`src/rtl/tick_gen_pkg.sv`:
```
// Shared definitions for the tick generator: select-width helper, channel action
// encoding and default divider values for the game-step, refresh and key-scan channels.
package tick_gen_pkg;

    typedef enum logic [1:0] {
        ACT_HOLD  = 2'd0,
        ACT_COUNT = 2'd1,
        ACT_TERM  = 2'd2,
        ACT_SYNC  = 2'd3
    } chan_act_e;

    // Divider defaults for a 50 MHz system clock (period = value + 1 clocks).
    localparam logic [31:0] GEN_STEP_DIV = 32'd24_999_999;
    localparam logic [31:0] REFRESH_DIV  = 32'd49_999;
    localparam logic [31:0] KEY_SCAN_DIV = 32'd249_999;

    function automatic int ch_w(input int nch);
        return (nch > 1) ? $clog2(nch) : 1;
    endfunction

endpackage

```
`src/rtl/tick_gen_chan.sv`:
```
// One tick channel: programmable period counter with a glitch-free pending-divider
// update, registered tick pulse, derived half-rate square wave and apply acknowledge.
module tick_gen_chan
    import tick_gen_pkg::*;
#(
    parameter int               WIDTH     = 32,
    parameter logic [WIDTH-1:0] RESET_DIV = '0
) (
    input  logic             clk,
    input  logic             rst,
    input  logic             en,
    input  logic             sync,
    input  logic             wr,
    input  logic [WIDTH-1:0] wr_val,
    output logic             pend,
    output logic             ack,
    output logic             tick,
    output logic             half
);

    logic [WIDTH-1:0] cnt_q, cnt_d;
    logic [WIDTH-1:0] div_q, div_d;
    logic [WIDTH-1:0] pval_q, pval_d;
    logic             pend_q, pend_d;
    logic             ack_q, ack_d;
    logic             tick_q, tick_d;
    logic             half_q, half_d;
    logic             apply;
    chan_act_e        act;

    always_comb begin
        act = ACT_HOLD;
        if (sync) begin
            act = ACT_SYNC;
        end else if (en && (cnt_q == div_q)) begin
            act = ACT_TERM;
        end else if (en) begin
            act = ACT_COUNT;
        end

        // Only period boundaries, sync or an idle channel may take a new divider,
        // so a running period is never cut short.
        apply  = pend_q && ((act == ACT_SYNC) || (act == ACT_TERM) || !en);
        div_d  = apply ? pval_q : div_q;
        pend_d = wr ? 1'b1 : (apply ? 1'b0 : pend_q);
        pval_d = wr ? wr_val : pval_q;
        ack_d  = apply;

        cnt_d  = cnt_q;
        tick_d = 1'b0;
        half_d = half_q;
        case (act)
            ACT_SYNC: begin
                cnt_d  = '0;
                half_d = 1'b0;
            end
            ACT_TERM: begin
                cnt_d  = '0;
                tick_d = 1'b1;
                half_d = ~half_q;
            end
            ACT_COUNT: cnt_d = cnt_q + WIDTH'(1);
            default: begin
                if (apply && (cnt_q > pval_q)) begin
                    cnt_d = '0;
                end
            end
        endcase
    end

    always_ff @(posedge clk or posedge rst) begin
        if (rst) begin
            cnt_q  <= '0;
            div_q  <= RESET_DIV;
            pval_q <= '0;
            pend_q <= 1'b0;
            ack_q  <= 1'b0;
            tick_q <= 1'b0;
            half_q <= 1'b0;
        end else begin
            cnt_q  <= cnt_d;
            div_q  <= div_d;
            pval_q <= pval_d;
            pend_q <= pend_d;
            ack_q  <= ack_d;
            tick_q <= tick_d;
            half_q <= half_d;
        end
    end

    assign pend = pend_q;
    assign ack  = ack_q;
    assign tick = tick_q;
    assign half = half_q;

endmodule

```
`src/rtl/tick_gen.sv`:
```
// Multi-channel programmable tick generator: divider write decode, NCH tick channels
// and the legacy free-running counter, all in one clock domain.
module tick_gen
    import tick_gen_pkg::*;
#(
    parameter int               NCH       = 4,
    parameter int               WIDTH     = 32,
    parameter logic [WIDTH-1:0] RESET_DIV = '0,
    parameter int               CH_W      = ch_w(NCH)
) (
    input  logic             clk,
    input  logic             rst,
    input  logic [NCH-1:0]   en,
    input  logic             sync,
    input  logic             div_wr,
    input  logic [CH_W-1:0]  div_sel,
    input  logic [WIDTH-1:0] div_val,
    output logic [NCH-1:0]   div_pend,
    output logic [NCH-1:0]   div_ack,
    output logic [NCH-1:0]   tick,
    output logic [NCH-1:0]   half,
    output logic [WIDTH-1:0] free_cnt
);

    logic [WIDTH-1:0] free_q, free_d;
    logic [NCH-1:0]   wr_hit;

    assign free_d = free_q + WIDTH'(1);

    always_ff @(posedge clk or posedge rst) begin
        if (rst) begin
            free_q <= '0;
        end else begin
            free_q <= free_d;
        end
    end

    assign free_cnt = free_q;

    // Selects at or beyond NCH match no channel and are dropped.
    for (genvar i = 0; i < NCH; i++) begin : g_chan
        assign wr_hit[i] = div_wr && (div_sel == CH_W'(i));

        tick_gen_chan #(
            .WIDTH     (WIDTH),
            .RESET_DIV (RESET_DIV)
        ) u_chan (
            .clk    (clk),
            .rst    (rst),
            .en     (en[i]),
            .sync   (sync),
            .wr     (wr_hit[i]),
            .wr_val (div_val),
            .pend   (div_pend[i]),
            .ack    (div_ack[i]),
            .tick   (tick[i]),
            .half   (half[i])
        );
    end

endmodule

```
`config.mk`:
```
export PLATFORM = sky130hd
export DESIGN_NAME = tick_gen
export DESIGN_NICKNAME = d
export VERILOG_FILES = /design/src/rtl/tick_gen_pkg.sv /design/src/rtl/tick_gen_chan.sv /design/src/rtl/tick_gen.sv
export SDC_FILE = /design/constraint.sdc
export NUM_CORES = 1
export LEC_CHECK = 0
export BUFFER_PORTS_ARGS = -buffer_cell sky130_fd_sc_hd__buf_2
export CORE_MARGIN = 1
export CORE_UTILIZATION = 40
export DETAILED_ROUTE_END_ITERATION = 16
export PLACE_DENSITY_LB_ADDON = 0.2
export SYNTH_ARGS = -nofsm -noshare
export SYNTH_HDL_FRONTEND = slang
export SYNTH_SLANG_ARGS = --single-unit
```
`constraint.sdc`:
```
create_clock -name clk -period 17.5 [get_ports clk]
set_input_delay 2.625 -clock clk [delete_from_list [all_inputs] [get_ports clk]]
set_output_delay 2.625 -clock clk [all_outputs]
set_load 0.05 [all_outputs]
```
==> impl_results.md, run 1 <==
- Post-synth EDFFs: 0
- Synthesized area per cell: 9.61 um2
- Mapped Area: 0.0234 mm2
- Synth area leaders: dfrtp_1 46%, ha_1 7.1%, nand2_1 5.2%, mux2_2 4.9%, o21ai_0 4.6%
- Register area share after synthesis: 46.2%
- Largest stage delay, worst path: 800 ps
- Net Sw Power: 784 uW
- Worst-skew pair later-pin latency: 590 ps
- Worst path depth: 5
- Final-layout fill cell count: 5475
- VDD IR max: 0.0000696 V
- Vias in the first global route: 17.6k
- Static Leakage: 12.3 nW
- Gr ovfl total: 0
- N_diodes: 0
- R2r endpoint: g_chan[3].u_chan.div_q[0]$_DFFE_PP0P_
- Int Power: 2.01 mW
- # IOs: 90
- Setup violation total in the final timing report: 0
- Nets: 2654
- Clock transition at the registers of the reported paths: 60 ps
- Placed cell count: 3193
- Combinational power share: 14.9%
- IO Port Bufs: 89
- Hold path depth: 1
- Ys flop type: dfrtp_1
- Top Layer Used: met4
- Headroom to the max-slew limit: 26.4%
- Crit-path cells: buf_2 -> nand2b_1 -> a21o_1 -> nand2_2 -> mux2_2
- Root Driver: clkbuf_16
- Buf/Inv on CP: 1
- Min-delay src: free_cnt[31]$_DFF_PP0_
- Register area: 0.0108 mm2
- Top delay family on crit path: simple AND/OR/NAND/NOR gates
- Non-Filler Instances: 3283
- Met1 WL: 29600 um
- First-pass GRT wire length: 102000 um
- GRT Total Usage: 21.8%
- Cts repair resizes: 0
- Post-synth top area share: 46.2%
- Worst-margin pin slew: 1100 ps
- Clock power share: 41.2%
- Async S/R FF share, synth: 100%
- Largest net degree at the start of global routing: 148
- Worst hold endpoint: free_cnt[31]$_DFF_PP0_
- Area leader, netlist: dfrtp_1
- Vias per cell: 5.47
- Fin. Hold Viols: 0
- Gate Count Post-Synth: 2433
- F_max: 0.204 GHz
- PD cells: 107 mW/mm2
- CTS tree: done
- WP data arrival: 5360 ps
- Worst min-delay path class: flip-flop to flip-flop
- Placer Congestion: 0.848
- Worst r2r path cells: 6
- Share of power burned in registers: 44.0%
- Slew Viols, Final: 0
- Clk_skew: 22.2 ps
- Distinct cells, synth: 70
- H-Tree Depth: 2
- Clk sinks: 432
- TritonRoute pass-1 iters: 5
- Die Area: 0.0594 mm2
- DR WL/cell: 19.5 um
- Worst R2R Start: g_chan[3].u_chan.cnt_q[24]$_DFFE_PP0P_
- WP data required: 17960 ps
- Drt total wl: 64000 um
- FF+latch count, synth: 432
- Final period utilization: 28.0%
- Num CTS Buffers: 49
- Share of cells above drive strength 1: 13.4%
- Antenna violations before repair: 8
- Detailed-route via count: 17.9k
- Worst-path fanout max: 64
- DRC: 0
- Final min period: 4900 ps
- Total Neg Setup Slack: 0 ps
- Footprint of the multi-input gates: 0.0114 mm2
- FF-to-FF setup slack: 13450 ps
- Status: finished clean
- Crit Path Class: input port to flip-flop
- Post-Syn Nets: 2608
- # hold bufs at CTS: 0
- WL met2: 29900 um
- CTS Buffer Depth: 3
- # Post-CTS Setup Buffers: 0
- Die W: 244 um
- Area delta synth->final: 12.3%
- Die height: 244 um
- Wire length on met3: 2770 um
- Area of the core: 0.0577 mm2
- Starting Density: 40.5%
- CP endpoint kind: flip-flop
- Initial drt markers: 1292
- Switching portion of total power: 28.0%
- Setup crit start kind: input port
- Post-DRT Antenna Nets: 0
- Max-Cap Viols: 0
- Row cnt: 88
- HPWL after DPL: 45100 um
- RSZ-0062 raised after global routing: no
- CP max-delay cell: nand2_2
- Yosys warnings: 0
power groups by stage:
stage | combinational, mW | clock (mW) | sequential [mW]
floorplan | 0.300 | 0 | 1.22
global placement | 0.408 | 0 | 1.24
detailed placement | 0.418 | 0 | 1.25
CTS | 0.420 | 1.18 | 1.23
global route | 0.473 | 1.22 | 1.25
finish | 0.416 | 1.15 | 1.23
flip-flops by register name, indices dropped and copies added (netlist names):
name / count
g_chan.u_chan.cnt_q: 128
g_chan.u_chan.div_q: 128
g_chan.u_chan.pval_q: 128
free_cnt: 32
g_chan.u_chan.ack: 4
g_chan.u_chan.half: 4
g_chan.u_chan.pend: 4
g_chan.u_chan.tick: 4
cell type report:
class / instances / area share (%)
multi-input combinational: 1711 / 43.5
tap: 765 / 3.65
timing repair buffer: 105 / 2.20
inverter: 180 / 2.60
sequential: 432 / 41.2
clock buffer: 66 / 5.53
clock inverter: 24 / 1.40
routing by layer:
metal | GRT usage (%) | vias up
met5 | 0 | -
met3 | 3.25 | 113
met4 | 6.73 | 0
met1 | 30.1 | 8822
met2 | 35.1 | 374
li1 | - | 8635
kinds of logic after synthesis:
kind of cell	count (synthesis)	share of synthesized area (%)
and+or+nand+nor	830	17.8
buffers and inverters	290	5.12
adders and majority gates	133	7.11
muxes	105	5.04
DFF	432	46.2
xor gates and xnor gates	167	6.25
AOI/OAI and AO/OA	476	12.4
placed cells by master, fill, tap and decap left out, drive strengths merged, types with 14 or more instances in the layout:
master / Yosys / routed
a311o: 17 / 17
mux2: 102 / 102
inv: 180 / 180
nor3: 59 / 59
ha: 133 / 133
a21oi: 69 / 69
dfrtp: 432 / 432
o211ai: 46 / 46
nor2b: 15 / 15
o21ai: 251 / 251
and2: 22 / 22
nand2: 325 / 325
or3: 27 / 27
clkbuf: 75 / 66
nand4: 67 / 67
xor2: 109 / 109
nand3: 98 / 98
and3: 33 / 33
nor2: 84 / 84
o31ai: 14 / 14
nor4: 50 / 50
xnor2: 58 / 58
buf: 35 / 105
worst max-delay path by stage:
stage | from | to | slack [ps]
after floorplan | rst | free_cnt[0]$_DFF_PP0_ | 2840
after global placement | sync | g_chan[2].u_chan.div_q[0]$_DFFE_PP0P_ | 12030
after detailed placement | sync | g_chan[2].u_chan.div_q[0]$_DFFE_PP0P_ | 11960
after CTS | sync | g_chan[2].u_chan.div_q[0]$_DFFE_PP0P_ | 12600
after global routing | rst | g_chan[0].u_chan.div_q[16]$_DFFE_PP0P_ | 12340
final | sync | g_chan[2].u_chan.div_q[0]$_DFFE_PP0P_ | 12600
cells in the mapped netlist, types with 33 or more instances:
| cell type | n |
|---|---|
| and3_1 | 33 |
| mux2_2 | 102 |
| nor4_1 | 44 |
| xnor2_1 | 58 |
| nand2_1 | 325 |
| nand4_1 | 65 |
| dfrtp_1 | 432 |
| nor2_1 | 83 |
| o211ai_1 | 46 |
| xor2_1 | 109 |
| inv_1 | 180 |
| a21oi_1 | 69 |
| o21ai_1 | 35 |
| nor3_1 | 57 |
| o21ai_0 | 215 |
| ha_1 | 133 |
| clkbuf_1 | 75 |
| nand3_1 | 96 |
stage by stage:
| step | power [mW] | worst slack [ps] | hold slack [ps] | util [%] | instance area (um2) |
|---|---|---|---|---|---|
| finish | 2.80 | 12600 | 476 | 45.5 | 26300 |
| global placement | 1.65 | 12030 | 455 | 42.4 | 24400 |
| floorplan | 1.52 | 2840 | 469 | - | 23400 |
| global route | 2.94 | 12340 | 504 | 45.5 | 26300 |
| detailed placement | 1.66 | 11960 | 468 | 42.4 | 24400 |
| CTS | 2.83 | 12600 | 477 | 45.5 | 26300 |
No activity file was read; power rests on OpenSTA's default activity.
==> run 2: changes to the inputs <==
==> constraint.sdc (replaced) <==
create_clock -name clk -period 4.8 [get_ports clk]
set_input_delay 0.72 -clock clk [delete_from_list [all_inputs] [get_ports clk]]
set_output_delay 0.72 -clock clk [all_outputs]
set_load 0.05 [all_outputs]
==> run 2 against run 1 <==
Compared with the run above: non-clock buffer count increased by 12; clock skew decreased by 9.6 ps; combinational power increased to 3.7 times the previous value; routed wire length increased by 0.37%; register-to-register slack got worse by 12000 ps; core utilization increased by 0.063 points; critical path type is now flip-flop to flip-flop; critical endpoint is now g_chan[3].u_chan.div_q[25]$_DFFE_PP0P_; highest routed layer unchanged.
==> impl_results.md, run 2 (same netlist as run 1, synthesis figures left out) <==
- Placer Congestion: 0.896 (+5.7%)
- Num CTS Buffers: 52 (+6.1%)
- Drt total wl: 64300 um (+0.37%)
- Most common cell after layout, fill and taps aside: dfrtp_1
- Antenna violations before repair: 0 (-8)
- Detailed-route via count: 18.0k (+0.26%)
- Die Area: 0.0594 mm2 (unchanged)
- IO Port Bufs: 89 (unchanged)
- Setup violation total in the final timing report: 0 (unchanged)
- Area delta synth->final: 12.4%
- Initial drt markers: 1246 (-3.6%)
- # Post-CTS Setup Buffers: 0 (unchanged)
- Final min period: 3600 ps
- # hold bufs at CTS: 0 (unchanged)
- Worst-margin pin slew: 1180 ps (+77.7 ps)
- First-pass GRT wire length: 103000 um (+1.1%)
- RSZ-0062 raised after global routing: no
- Post-DRT Antenna Nets: 0 (unchanged)
- Crit Path Class: flip-flop to flip-flop
- Starting Density: 40.5% (unchanged)
- Area of the core: 0.0577 mm2 (unchanged)
- DRC: 0 (unchanged)
- Clk sinks: 432 (unchanged)
- DR WL/cell: 19.5 um (-0.15%)
- CP endpoint kind: flip-flop
- Die height: 244 um (unchanged)
- Max-Cap Viols: 0 (unchanged)
- Final-layout fill cell count: 5515 (+0.73%)
- Vias per cell: 5.45 (-0.25%)
- Headroom to the max-slew limit: 21.2% (-5.2 points)
- Fin. Hold Viols: 0 (unchanged)
- Register area: 0.0108 mm2 (unchanged)
- Die W: 244 um (unchanged)
- Clk_skew: 12.6 ps (-9.61 ps)
- Cts repair resizes: 0 (unchanged)
- F_max: 0.278 GHz
- Row cnt: 88 (unchanged)
- Total Neg Setup Slack: 0 ps (unchanged)
- HPWL after DPL: 46100 um (+2.3%)
- Gr ovfl total: 0 (unchanged)
- Non-Filler Instances: 3300 (+0.52%)
- Worst-path fanout max: 27 (-58%)
- VDD IR max: 0.000259 V (+270%)
- # IOs: 90 (unchanged)
- Footprint of the multi-input gates: 0.0114 mm2 (about the same)
- Vias in the first global route: 17.6k (-0.074%)
- Worst-skew pair later-pin latency: 590 ps (about the same)
- WP data arrival: 4050 ps (-1310 ps)
- Clock transition at the registers of the reported paths: 60 ps (about the same)
- Final period utilization: 74.9%
- CTS Buffer Depth: 3 (unchanged)
- Worst min-delay path class: input port to asynchronous set/reset pin
- WP data required: 5260 ps (-12700 ps)
- Status: finished clean
- Largest net degree at the start of global routing: 144 (-2.7%)
- Fin util: 45.6% (+0.063 points)
- GRT Total Usage: 22.0% (+0.21 points)
- Static Leakage: 12.4 nW (+0.26%)
- Slew Viols, Final: 0 (unchanged)
- Setup crit start kind: flip-flop
- Placed cell count: 3205 (+0.38%)
- Root Driver: clkbuf_16
- Nets: 2669 (+0.57%)
- Largest regs: g_chan.u_chan.cnt_q: 128 flops, g_chan.u_chan.div_q: 128 flops, g_chan.u_chan.pval_q: 128 flops
- TritonRoute pass-1 iters: 5 (unchanged)
- Most frequent cells in the layout: 432 x dfrtp_1, 321 x nand2_1, 215 x o21ai_0
- Share of cells above drive strength 1: 13.7% (+0.32 points)
- CTS tree: done
- H-Tree Depth: 2 (unchanged)
- PD cells: 381 mW/mm2 (+260%)
-- run 2: final timing paths --
check                                                      start                                      to  slack (ps)  cells after the start
max reg2reg                g_chan[3].u_chan.cnt_q[9]$_DFFE_PP0P_  g_chan[3].u_chan.div_q[25]$_DFFE_PP0P_        1200                      8
max                        g_chan[3].u_chan.cnt_q[9]$_DFFE_PP0P_  g_chan[3].u_chan.div_q[25]$_DFFE_PP0P_        1200                      8
min in group clk                          free_cnt[31]$_DFF_PP0_                  free_cnt[31]$_DFF_PP0_         470                      1
min                                                          rst  g_chan[1].u_chan.div_q[22]$_DFFE_PP0P_         200                      2
min reg2reg                               free_cnt[31]$_DFF_PP0_                  free_cnt[31]$_DFF_PP0_         470                      1
max in group asynchronous                                    rst                  free_cnt[12]$_DFF_PP0_        3330                      3
-- run 2: layout make-up --
class / instances / area share (%)
clock buffer: 74 / 5.84
tap: 765 / 3.64
clock inverter: 19 / 0.752
antenna: 2 / 0.0190
sequential: 432 / 41.1
multi-input combinational: 1711 / 43.4
timing repair buffer: 117 / 2.64
inverter: 180 / 2.58
-- run 2: power breakdown --
| part | switching (mW) | internal, mW |
|---|---|---|
| Combinational | 0.940 | 0.601 |
| Clock | 1.56 | 2.42 |
| Sequential | 0.331 | 4.15 |
| Total | 2.84 | 7.17 |
-- run 2: through the flow --
stage / worst slack [ps] / power, mW / area [um2] / hold slack (ps)
after global routing: 1010 / 10.5 / 26300 / 226
after global placement: 1200 / 6.05 / 24600 / 453
after detailed placement: 1230 / 6.09 / 24600 / 461
final: 1200 / 10.0 / 26300 / 204
after floorplan: -1750 / 5.55 / 23400 / 469
after CTS: 1230 / 10.1 / 26300 / 190
-- run 2: critical path: stages, from the launching register on --
cell	delay [ps]
dfrtp_1	480
xor2_1	190
nor4_1	410
nand4_1	280
o31ai_4	980
nand2_2	560
buf_4	390
nand2_1	80
o21ai_0	70
-- run 2: metal layers --
metal / wire length [um] / global-route usage [%]
met4: 1740 / 6.58
met5: 0 / 0
met3: 2620 / 2.85
met1: 30800 / 31.3
met2: 29100 / 34.8
